$ cat src/rtl/mem_pkg.sv
`default_nettype none
// +----------------------------------------------------------------------------+
// | mem_pkg: shared state encoding and constants for mem_ctrl.   Rev 1.0       |
// +----------------------------------------------------------------------------+
package mem_pkg;

  typedef enum logic [2:0] {
    IDLE   = 3'd0,
    SETUP  = 3'd1,
    ACCESS = 3'd2,
    NEXT   = 3'd3,
    DONE   = 3'd4
  } state_e;

  localparam int ZP_BITS = 8;

endpackage
`default_nettype wire

$ cat src/rtl/mem_addr_gen.sv
`default_nettype none
// +----------------------------------------------------------------------------+
// | mem_addr_gen: {mar, k, zero_page, mem_part} -> RAM address.  Rev 1.0       |
// +----------------------------------------------------------------------------+
module mem_addr_gen
  import mem_pkg::*;
#(
  parameter int ADDR_W = 16,
  parameter int PART_W = 1,
  parameter int K_W    = 2
) (
  input  logic [ADDR_W-1:0]        mar,
  input  logic [K_W-1:0]           k,
  input  logic                     zero_page,
  input  logic [PART_W-1:0]        mem_part,
  output logic [PART_W+ADDR_W-1:0] ram_addr
);

  logic [ADDR_W-1:0] sum;
  logic [ADDR_W-1:0] eff_addr;

  // Low bits of mar+k equal the page-0 offset sum, so one adder serves both modes.
  always_comb begin
    sum      = mar + ADDR_W'(k);
    eff_addr = sum;
    if (zero_page) begin
      eff_addr = {{(ADDR_W-ZP_BITS){1'b0}}, sum[ZP_BITS-1:0]};
    end
  end

  assign ram_addr = {mem_part, eff_addr};

endmodule
`default_nettype wire

$ cat src/rtl/mem_ctrl.sv
`default_nettype none
// +----------------------------------------------------------------------------+
// | mem_ctrl: MAR/MBR holder sequencing byte/word async-RAM transfers.         |
// | Option MEM_CTRL_AUTOINC_EN: MAR advances by bytes moved at DONE. Rev 1.0   |
// +----------------------------------------------------------------------------+
module mem_ctrl
  import mem_pkg::*;
#(
  parameter int ADDR_W      = 16,
  parameter int DATA_W      = 8,
  parameter int WORD_BYTES  = 2,
  parameter int PART_W      = 1,
  parameter int WAIT_STATES = 0
) (
  input  logic                         clk,
  input  logic                         rst,
  input  logic                         mar_load,
  input  logic [ADDR_W-1:0]            address,
  input  logic                         mbr_load,
  input  logic [DATA_W-1:0]            data_in,
  input  logic                         req,
  input  logic                         we,
  input  logic                         word,
  input  logic                         zero_page,
  input  logic [PART_W-1:0]            mem_part,
  output logic [DATA_W*WORD_BYTES-1:0] data_out,
  output logic                         busy,
  output logic                         done,
  output logic [PART_W+ADDR_W-1:0]     ram_addr,
  output logic [DATA_W-1:0]            ram_wdata,
  input  logic [DATA_W-1:0]            ram_rdata,
  output logic                         ram_we_n,
  output logic                         ram_oe_n
);

  localparam int K_W   = $clog2(WORD_BYTES) + 1;
  localparam int IDX_W = $clog2(WORD_BYTES);
  localparam logic [K_W-1:0] K_LAST    = K_W'(WORD_BYTES - 1);
  localparam logic [3:0]     WAIT_LAST = 4'(WAIT_STATES);

  state_e                               state_q, state_d;
  logic [ADDR_W-1:0]                    mar_q, mar_d;
  logic [WORD_BYTES-1:0][DATA_W-1:0]    mbr_q, mbr_d;
  logic [K_W-1:0]                       k_q, k_d;
  logic [3:0]                           wait_q, wait_d;
  logic                                 we_q, we_d;
  logic                                 word_q, word_d;
  logic                                 zp_q, zp_d;
  logic [PART_W-1:0]                    part_q, part_d;
  logic                                 ram_we_n_q, ram_we_n_d;
  logic                                 ram_oe_n_q, ram_oe_n_d;

  logic [K_W-1:0]                       k_sel;
  logic [IDX_W-1:0]                     k_idx;
  logic [PART_W+ADDR_W-1:0]             ram_addr_w;

  assign k_idx = k_q[IDX_W-1:0];

  // In DONE the shared generator is repurposed to produce the post-access MAR.
`ifdef MEM_CTRL_AUTOINC_EN
  assign k_sel = (state_q == DONE) ? k_q + K_W'(1) : k_q;
`else
  assign k_sel = k_q;
`endif

  mem_addr_gen #(
    .ADDR_W (ADDR_W),
    .PART_W (PART_W),
    .K_W    (K_W)
  ) u_addr_gen (
    .mar       (mar_q),
    .k         (k_sel),
    .zero_page (zp_q),
    .mem_part  (part_q),
    .ram_addr  (ram_addr_w)
  );

  always_comb begin
    state_d = state_q;
    mar_d   = mar_q;
    mbr_d   = mbr_q;
    k_d     = k_q;
    wait_d  = wait_q;
    we_d    = we_q;
    word_d  = word_q;
    zp_d    = zp_q;
    part_d  = part_q;

    case (state_q)
      IDLE: begin
        if (mar_load) mar_d = address;
        if (mbr_load) mbr_d[0] = data_in;
        if (req) begin
          we_d    = we;
          word_d  = word;
          zp_d    = zero_page;
          part_d  = mem_part;
          k_d     = '0;
          state_d = SETUP;
        end
      end
      SETUP: begin
        wait_d  = '0;
        state_d = ACCESS;
      end
      ACCESS: begin
        if (wait_q == WAIT_LAST) begin
          if (!we_q) mbr_d[k_idx] = ram_rdata;
          state_d = (word_q && (k_q < K_LAST)) ? NEXT : DONE;
        end else begin
          wait_d = wait_q + 4'd1;
        end
      end
      NEXT: begin
        k_d     = k_q + K_W'(1);
        state_d = SETUP;
      end
      DONE: begin
`ifdef MEM_CTRL_AUTOINC_EN
        mar_d = ram_addr_w[ADDR_W-1:0];
`endif
        state_d = IDLE;
      end
      default: state_d = IDLE;
    endcase

    // Strobes are registered from the next state so they never glitch.
    ram_we_n_d = !((state_d == ACCESS) && we_d);
    ram_oe_n_d = !((state_d == ACCESS) && !we_d);
  end

  always_ff @(posedge clk) begin
    if (rst) begin
      state_q    <= IDLE;
      mar_q      <= '0;
      mbr_q      <= '0;
      k_q        <= '0;
      wait_q     <= '0;
      we_q       <= 1'b0;
      word_q     <= 1'b0;
      zp_q       <= 1'b0;
      part_q     <= '0;
      ram_we_n_q <= 1'b1;
      ram_oe_n_q <= 1'b1;
    end else begin
      state_q    <= state_d;
      mar_q      <= mar_d;
      mbr_q      <= mbr_d;
      k_q        <= k_d;
      wait_q     <= wait_d;
      we_q       <= we_d;
      word_q     <= word_d;
      zp_q       <= zp_d;
      part_q     <= part_d;
      ram_we_n_q <= ram_we_n_d;
      ram_oe_n_q <= ram_oe_n_d;
    end
  end

  assign data_out  = mbr_q;
  assign busy      = (state_q == SETUP) || (state_q == ACCESS) || (state_q == NEXT);
  assign done      = (state_q == DONE);
  assign ram_addr  = ram_addr_w;
  assign ram_wdata = mbr_q[k_idx];
  assign ram_we_n  = ram_we_n_q;
  assign ram_oe_n  = ram_oe_n_q;

endmodule
`default_nettype wire

$ cat config.mk
export PLATFORM = sky130hd
export DESIGN_NAME = mem_ctrl
export DESIGN_NICKNAME = d
export VERILOG_FILES = /design/src/rtl/mem_pkg.sv /design/src/rtl/mem_addr_gen.sv /design/src/rtl/mem_ctrl.sv
export SDC_FILE = /design/constraint.sdc
export NUM_CORES = 1
export LEC_CHECK = 0
export BUFFER_PORTS_ARGS = -buffer_cell sky130_fd_sc_hd__buf_2
export CAP_MARGIN = 20
export CORE_MARGIN = 3
export CORE_UTILIZATION = 45
export DETAILED_ROUTE_END_ITERATION = 6
export GPL_TIMING_DRIVEN = 0
export PLACE_DENSITY = 0.71
export SLEW_MARGIN = 10
export SYNTH_ARGS = -nofsm -noshare
export SYNTH_HDL_FRONTEND = slang
export SYNTH_SLANG_ARGS = --single-unit
$ cat constraint.sdc
create_clock -name clk -period 4.4 [get_ports clk]
set_input_delay 0.44 -clock clk [delete_from_list [all_inputs] [get_ports clk]]
set_output_delay 0.44 -clock clk [all_outputs]
set_load 0.01 [all_outputs]
==> results of run 1 <==
==> layer usage <==
metal | track usage, % | vias up
li1 | - | 1235
met1 | 25.3 | 1074
met2 | 34.2 | 72
met3 | 4.29 | 5
met4 | 4.05 | 0
met5 | 0 | -
==> state kept, by name (all words and copies together) (netlist names) <==
signal	cells
data_out	16
k_q	2
mar_q	16
part_q	1
ram_oe_n	1
ram_we_n	1
state_q	3
wait_q	4
we_q	1
word_q	1
zp_q	1
==> cells by family (layout without fill, tap and decap cells) <==
kind of cell,count (synthesis),in the layout
AO/OA/AOI/OAI,61,61
XOR/XNOR,12,12
AND/OR/NAND/NOR,126,126
multiplexers,21,21
buffers and inverters,31,121
flip-flops,47,47
adder cells (fa/ha/maj),6,6
==> synthesized netlist by cell type, types with 3 or more instances <==
cell type                  number
sky130_fd_sc_hd__inv_1          8
sky130_fd_sc_hd__xnor2_1        9
sky130_fd_sc_hd__clkbuf_1      16
sky130_fd_sc_hd__ha_1           5
sky130_fd_sc_hd__o21ai_0        4
sky130_fd_sc_hd__nand2_1       41
sky130_fd_sc_hd__a21oi_1       34
sky130_fd_sc_hd__mux2_2         9
sky130_fd_sc_hd__nand4_1        6
sky130_fd_sc_hd__nor4_1         3
sky130_fd_sc_hd__nand3b_1       3
sky130_fd_sc_hd__xor2_1         3
sky130_fd_sc_hd__buf_2          3
sky130_fd_sc_hd__nor3_1         7
sky130_fd_sc_hd__a31oi_1        9
sky130_fd_sc_hd__nand3_1        7
sky130_fd_sc_hd__mux2i_1       12
sky130_fd_sc_hd__dfxtp_1       47
sky130_fd_sc_hd__a311oi_1       8
sky130_fd_sc_hd__nor2_1        32
sky130_fd_sc_hd__nand2b_1       3
sky130_fd_sc_hd__and3_1         3
sky130_fd_sc_hd__nor2b_1       13
==> power breakdown <==
| part | internal, mW | switching, mW | leakage, nW |
|---|---|---|---|
| clock | 0.106 | 0.133 | 0.0371 |
| sequential | 0.450 | 0.0220 | 0.384 |
| combinational | 0.0850 | 0.106 | 0.960 |
| total | 0.641 | 0.261 | 1.38 |
==> cell type report <==
class / instances / area [µm²]
fillers: 504 / 2160
multi-input cells: 226 / 1390
flip-flops and latches: 47 / 941
repair buffers: 84 / 420
plain buffers: 21 / 93.8
well taps: 70 / 87.6
clock buffers: 6 / 72.6
inverters: 10 / 37.5
==> path summary, 6_finish.rpt <==
kind                   to  slack (ns)  depth (start not counted)
max          ram_addr[14]        1.67                          8
min              mar_q[2]        0.38                          3
max reg2reg    state_q[1]        2.25                          7
min reg2reg     mar_q[15]        0.46                          2
==> worst max-delay path, cell delays in order (launching register included) <==
cell and delay, ns:
sky130_fd_sc_hd__dfxtp_1 0.39, sky130_fd_sc_hd__ha_1 0.18, sky130_fd_sc_hd__inv_1 0.05, sky130_fd_sc_hd__fa_1 0.41
sky130_fd_sc_hd__nand3b_1 0.26, sky130_fd_sc_hd__nor4_1 0.35, sky130_fd_sc_hd__xnor2_1 0.15, sky130_fd_sc_hd__nor2_1 0.05
sky130_fd_sc_hd__buf_2 0.15
==> per-stage QoR <==
stage          cells  total power [mW]
3_3_place_gp     458             0.670
2_1_floorplan    304             0.600
4_1_cts          464             0.909
3_5_place_dp     458             0.674
6_report         464             0.902
5_1_grt          464             0.954
==> impl_metrics.env, run 1 <==
export IMPL_initial_utilization_pct=47.3
export IMPL_timing_critical_path_to_type="primary output"
export IMPL_hold_slack_final_ns=0.378
export IMPL_achievable_freq_ghz=0.367
export IMPL_ir_drop_mv=0.185
export IMPL_grt_first_pass_wirelength_mm=10.2
export IMPL_dp_final_hpwl_mm=4.75
export IMPL_hold_viol=0
export IMPL_number_of_antenna_violations_at_the_first_check_in_global_routing=0
export IMPL_syn_num_nets=351
export IMPL_wl_met3_um=462
export IMPL_clock_skew_ns=0.00818
export IMPL_postCtsSetupBuffers=0
export IMPL_hold_start="address[2]"
export IMPL_netlist_cell_type_count=42
export IMPL_postLayoutSetupSlackWorst_ns=1.67
export IMPL_first_global_vias=2281
export IMPL_drtPass1Iterations=4
export IMPL_htree_num_levels=2
export IMPL_finalMaxSlewViolations=0
export IMPL_dr_total_vias=2386
export IMPL_floorplan_core_area_mm2=0.00520
export IMPL_route_met2_wl_mm=2.76
export IMPL_power_leakage_nw=1.38
export IMPL_crit_path_max_fanout=4
export IMPL_clkSinkCount=47
export IMPL_yosys_area_share_xor_xnor_pct=4.27
export IMPL_path_class="reg2out"
export IMPL_final_routed_drc_violation_total=0
export IMPL_dominantRegCellSynth="sky130_fd_sc_hd__dfxtp_1"
export IMPL_worst_min_path_class="in2reg"
export IMPL_required_ns=3.96
export IMPL_via_per_inst=5.14
export IMPL_drive_gt1_share_pct=27.7
export IMPL_global_route_usage_total_pct=19.8
export IMPL_fin_crit_sh_pct=62.0
export IMPL_yosys_area_share_adder_pct=3.36
export IMPL_routed_wl_mm=6.11
export IMPL_tritoncts_clock_tree="built"
export IMPL_ys_warnings_count=0
export IMPL_clk_lat_worst_skew_ns=0.30
export IMPL_setup_violations_final=0
export IMPL_dr_max_layer_used="met4"
export IMPL_clockRootBuffer="sky130_fd_sc_hd__clkbuf_8"
export IMPL_synth_area_top_cells="sky130_fd_sc_hd__dfxtp_1, sky130_fd_sc_hd__a21oi_1, sky130_fd_sc_hd__nand2_1, sky130_fd_sc_hd__mux2i_1, sky130_fd_sc_hd__nor2_1"
export IMPL_drt_antenna_violating_nets=0
export IMPL_cap_viol_max_count=0
export IMPL_die_x_um=80.0
export IMPL_worst_setup_path_start_kind="register"
export IMPL_total_of_cells_resized_after_clock_tree_synthesis=0
export IMPL_slew_headroom_pct=61.3
export IMPL_synth_top_family_by_area="simple AND/OR/NAND/NOR gates"
export IMPL_clkTransAtPathRegs_ns=0.08
export IMPL_run_status="finished clean"
export IMPL_synth_area_per_cell_um2=8.10
export IMPL_floorplan_die_area_mm2=0.00639
export IMPL_rr_startpoint="k_q[0]"
export IMPL_synth_seq_area_share_pct=38.2
export IMPL_detailed_place_area_mm2=0.00297
export IMPL_drt_first_iter_violations=67
export IMPL_place_congestion=0.828
export IMPL_syn_inst=304
export IMPL_post_route_cell_area_mm2=0.00304
export IMPL_worst_slew_pin_transition_ns=0.580
export IMPL_post_synth_edffs=0
export IMPL_chipHeight_um=80.0
export IMPL_cts_hold_buffers_added=0
export IMPL_post_synthesis_compound_gate_area_fraction_pct=15.0
export IMPL_power_per_cell_area_mw_per_mm2=296
export IMPL_grt_setup_unrepaired="false"
export IMPL_yosysTopAreaCellShare_pct=38.2
export IMPL_detail_route_wl_per_cell_um=13.2
export IMPL_grt_overflow=0
export IMPL_layout_commonest_cell="sky130_fd_sc_hd__buf_2"
export IMPL_buffer_ports_inserted=84
export IMPL_maximum_root_to_sink_buffer_count=2
export IMPL_netlist_area_mm2=0.00246
export IMPL_synth_mux_area_fraction_pct=9.00
export IMPL_synth_largest_area_cell="sky130_fd_sc_hd__dfxtp_1"
export IMPL_worst_setup_path_startpoint="k_q[0]"
export IMPL_largest_net_degree_at_the_start_of_global_routing=13
export IMPL_setup_tns_final_ns=0
export IMPL_ys_ff_latch=47
export IMPL_finalCoreUtilization_pct=58.4
export IMPL_cts_made_buffers=5
export IMPL_area_delta_synth_final_pct=23.6
export IMPL_synth_simple_gate_area_share_pct=24.8
export IMPL_min_period_ns=2.73
export IMPL_placement_rows=26
export IMPL_route_layer_met1_wl_mm=2.84
export IMPL_worst_ep_arrival_time_ns=2.29
export IMPL_pre_cts_slack_ns=1.97
export IMPL_diodes=0
export IMPL_io_pins=86
export IMPL_final_nets=442
export IMPL_layout_cells_most_common_list="sky130_fd_sc_hd__buf_2, sky130_fd_sc_hd__dfxtp_1, sky130_fd_sc_hd__nand2_1"
export IMPL_synth_async_sr_flop_share_pct=0
(Power assumes the default switching activity.)
==> run 2, diff against run 1 <==
- ABC_AREA: default -> 1
- PLACE_DENSITY: 0.71 -> 0.73
- clock period: 4.4 -> 2.44 ns (I/O delays scaled with it)
==> run 2 against run 1 <==
Final cell count is 22% higher. Worst setup slack worse by 1.5 ns. Synthesized cell count grew 32%. Worst hold slack got worse by 0.20 ns. Critical path type unchanged. Combinational power grew 130%. Largest cell class unchanged. Clock power increased by 99%. Non-clock buffer count fell by 9. Critical endpoint is now ram_addr[12]. Critical path depth up 3.
==> impl_metrics.env, run 2 <==
export IMPL_share_comb_of_total_power_pct=24.4
export IMPL_post_synth_top_count_cell="sky130_fd_sc_hd__nand2_1"
export IMPL_buffer_ports_inserted=85
export IMPL_critical_path_n_buffers_inverters=3
export IMPL_power_frac_seq_pct=48.9
export IMPL_timing_critical_path_to_type="primary output"
export IMPL_grtUsageMet1_pct=27.6
export IMPL_worst_setup_path_start_kind="register"
export IMPL_dr_total_vias=2808
export IMPL_power_leakage_nw=1.66
export IMPL_drtPass1Iterations=4
export IMPL_post_synth_edffs=0
export IMPL_tritoncts_clock_tree="built"
export IMPL_number_of_antenna_violations_at_the_first_check_in_global_routing=0
export IMPL_placement_rows=27
export IMPL_fin_crit_sh_pct=92.9
export IMPL_synth_largest_area_cell="sky130_fd_sc_hd__dfxtp_1"
export IMPL_worst_ep_arrival_time_ns=2.02
export IMPL_path_class="reg2out"
export IMPL_min_period_ns=2.27
export IMPL_slew_headroom_pct=65.1
export IMPL_final_routed_drc_violation_total=0
export IMPL_clk_lat_worst_skew_ns=0.30
export IMPL_dp_final_hpwl_mm=5.49
export IMPL_postLayoutSetupSlackWorst_ns=0.173
export IMPL_hold_viol=0
export IMPL_initial_utilization_pct=47.0
export IMPL_drive_gt1_share_pct=24.7
export IMPL_synth_async_sr_flop_share_pct=0
export IMPL_power_net_switching_uw=571
export IMPL_cap_viol_max_count=0
export IMPL_clkSinkCount=47
export IMPL_netlist_area_mm2=0.00260
export IMPL_via_per_inst=4.96
export IMPL_largest_net_degree_at_the_start_of_global_routing=14
export IMPL_io_pins=86
export IMPL_synth_area_top_cells="sky130_fd_sc_hd__dfxtp_1, sky130_fd_sc_hd__nand2_1, sky130_fd_sc_hd__nor2_1, sky130_fd_sc_hd__inv_1, sky130_fd_sc_hd__nand3_1"
export IMPL_crit_path_frequent_cell="sky130_fd_sc_hd__nand2_1"
export IMPL_path_cells="ha_2 -> inv_1 -> fa_2 -> inv_1 -> nand2_1 -> nor2_4 -> nand3_1 -> nand2_1 -> nand2_1 -> nor2_1 -> buf_2"
export IMPL_seqCellArea_um2=942
export IMPL_area_delta_synth_final_pct=23.8
export IMPL_netlist_cell_type_count=28
export IMPL_achievable_freq_ghz=0.441
export IMPL_clock_skew_ns=0.00820
export IMPL_grt_setup_unrepaired="false"
export IMPL_setup_violations_final=0
export IMPL_final_nets=541
export IMPL_synth_area_per_cell_um2=6.47
export IMPL_postCtsSetupBuffers=0
export IMPL_maximum_root_to_sink_buffer_count=2
export IMPL_floorplan_die_area_mm2=0.00673
export IMPL_power_share_switching_pct=31.9
export IMPL_required_ns=2.20
export IMPL_multi_input_comb_area_mm2=0.00142
export IMPL_ys_warnings_count=0
export IMPL_run_status="finished clean"
export IMPL_floorplan_core_area_mm2=0.00554
export IMPL_critPathMaxStageDelay_ns=0.36
export IMPL_routed_wl_mm=6.98
export IMPL_worst_slew_pin_transition_ns=0.523
export IMPL_pre_cts_slack_ns=0.352
export IMPL_htree_num_levels=2
export IMPL_clockRootBuffer="sky130_fd_sc_hd__clkbuf_8"
export IMPL_met3_usage_pct=4.50
export IMPL_ir_drop_mv=0.308
export IMPL_syn_inst=402
export IMPL_setup_tns_final_ns=0
export IMPL_first_global_vias=2474
export IMPL_timing_critical_path_max_delay_family="adder cells"
export IMPL_ys_ff_latch=47
export IMPL_detail_route_wl_per_cell_um=12.3
export IMPL_crit_path_max_fanout=4
export IMPL_regToRegSetupSlack_ns=0.96
export IMPL_drt_antenna_violating_nets=0
export IMPL_layout_commonest_cell="sky130_fd_sc_hd__nand2_1"
export IMPL_grt_overflow=0
export IMPL_worst_min_path_class="in2reg"
export IMPL_cts_made_buffers=5
export IMPL_dominantRegCellSynth="sky130_fd_sc_hd__dfxtp_1"
export IMPL_finalMaxSlewViolations=0
export IMPL_clkPwrFrac_pct=26.7
export IMPL_slowest_stage="sky130_fd_sc_hd__dfxtp_1"
export IMPL_grt_first_pass_wirelength_mm=11.2
export IMPL_grt_met2_usage_pct=36.3
export IMPL_power_per_cell_area_mw_per_mm2=555
export IMPL_chipHeight_um=82.0
export IMPL_clkTransAtPathRegs_ns=0.08
export IMPL_final_fill_count=565
export IMPL_power_internal_mw=1.22
export IMPL_synth_top_cells_by_count="sky130_fd_sc_hd__nand2_1, sky130_fd_sc_hd__nor2_1, sky130_fd_sc_hd__dfxtp_1"
export IMPL_diodes=0
export IMPL_layout_cells_most_common_list="sky130_fd_sc_hd__nand2_1, sky130_fd_sc_hd__buf_2, sky130_fd_sc_hd__nor2_1"
export IMPL_yosysTopAreaCellShare_pct=36.2
export IMPL_global_route_usage_total_pct=21.3
export IMPL_place_congestion=0.888
export IMPL_die_x_um=82.0
export IMPL_drt_first_iter_violations=135
export IMPL_layer_with_the_highest_usage="met2"
export IMPL_synth_seq_area_share_pct=36.2
export IMPL_syn_num_nets=449
run 2: power groups by stage:
stage / combinational (mW) / clock (mW) / sequential, mW
floorplan: 0.271 / 0 / 0.889
global placement: 0.430 / 0 / 0.890
detailed placement: 0.436 / 0 / 0.891
CTS: 0.436 / 0.484 / 0.873
global route: 0.495 / 0.522 / 0.882
finish: 0.437 / 0.476 / 0.874
run 2: repair_timing:
action / in CTS / in global routing
gates resized for setup: 0 / 6
hold buffers: 0 / 0
endpoints found under the setup margin: 0 / 4
hold endpoints to repair: 0 / 0
run 2: through the flow:
stage / hold slack (ns) / power [mW] / util [%] / area (µm²) / std cells
CTS: 0.178 / 1.79 / 57.8 / 3200 / 566
finish: 0.178 / 1.79 / 58.1 / 3220 / 566
global placement: 0.453 / 1.32 / 56.3 / 3120 / 559
global route: 0.180 / 1.90 / 58.1 / 3220 / 566
floorplan: 0.313 / 1.16 / - / 2600 / 402
detailed placement: 0.458 / 1.33 / 56.3 / 3120 / 559
run 2: layout make-up:
cell class / instances / area share [%]
sequential: 47 / 29.3
tap: 72 / 2.80
clock buffer: 6 / 2.56
multi-input combinational: 296 / 44.1
inverter: 48 / 5.59
buffer: 11 / 2.29
timing repair buffer: 85 / 13.2
clock inverter: 1 / 0.155
run 2: final timing paths:
| check | start | to | cells after the start |
|---|---|---|---|
| max | mar_q[0] | ram_addr[12] | 11 |
| min | ram_rdata[1] | data_out[9] | 3 |
| min reg2reg | part_q | part_q | 2 |
| max reg2reg | wait_q[0] | data_out[1] | 7 |
run 2: worst register-to-register path: cells and delay by family, from the launching register on:
family	cells	cell delay, ns
compound gates	1	0.09
fa+ha+maj	1	0.21
buf+inv	1	0.08
flops	1	0.41
simple gates	4	0.63
run 2: logic make-up (layout without fill, tap and decap cells):
logic type,count (synthesis),in the layout,share of synthesized area [%]
XOR/XNOR,6,6,2.02
AO/OA/AOI/OAI,64,64,12.5
flip-flops,47,47,36.2
adder cells (fa/ha/maj),6,6,3.17
AND/OR/NAND/NOR,220,220,36.4
buffers and inverters,59,151,9.76
run 2: metal layers:
layer | wire length (µm) | vias up | share of wire [%]
met3 | 440 | 5 | 6.3
met5 | 0 | - | 0
li1 | - | 1449 | -
met2 | 3430 | 70 | 49
met1 | 3050 | 1284 | 44
met4 | 61 | 0 | 0.87
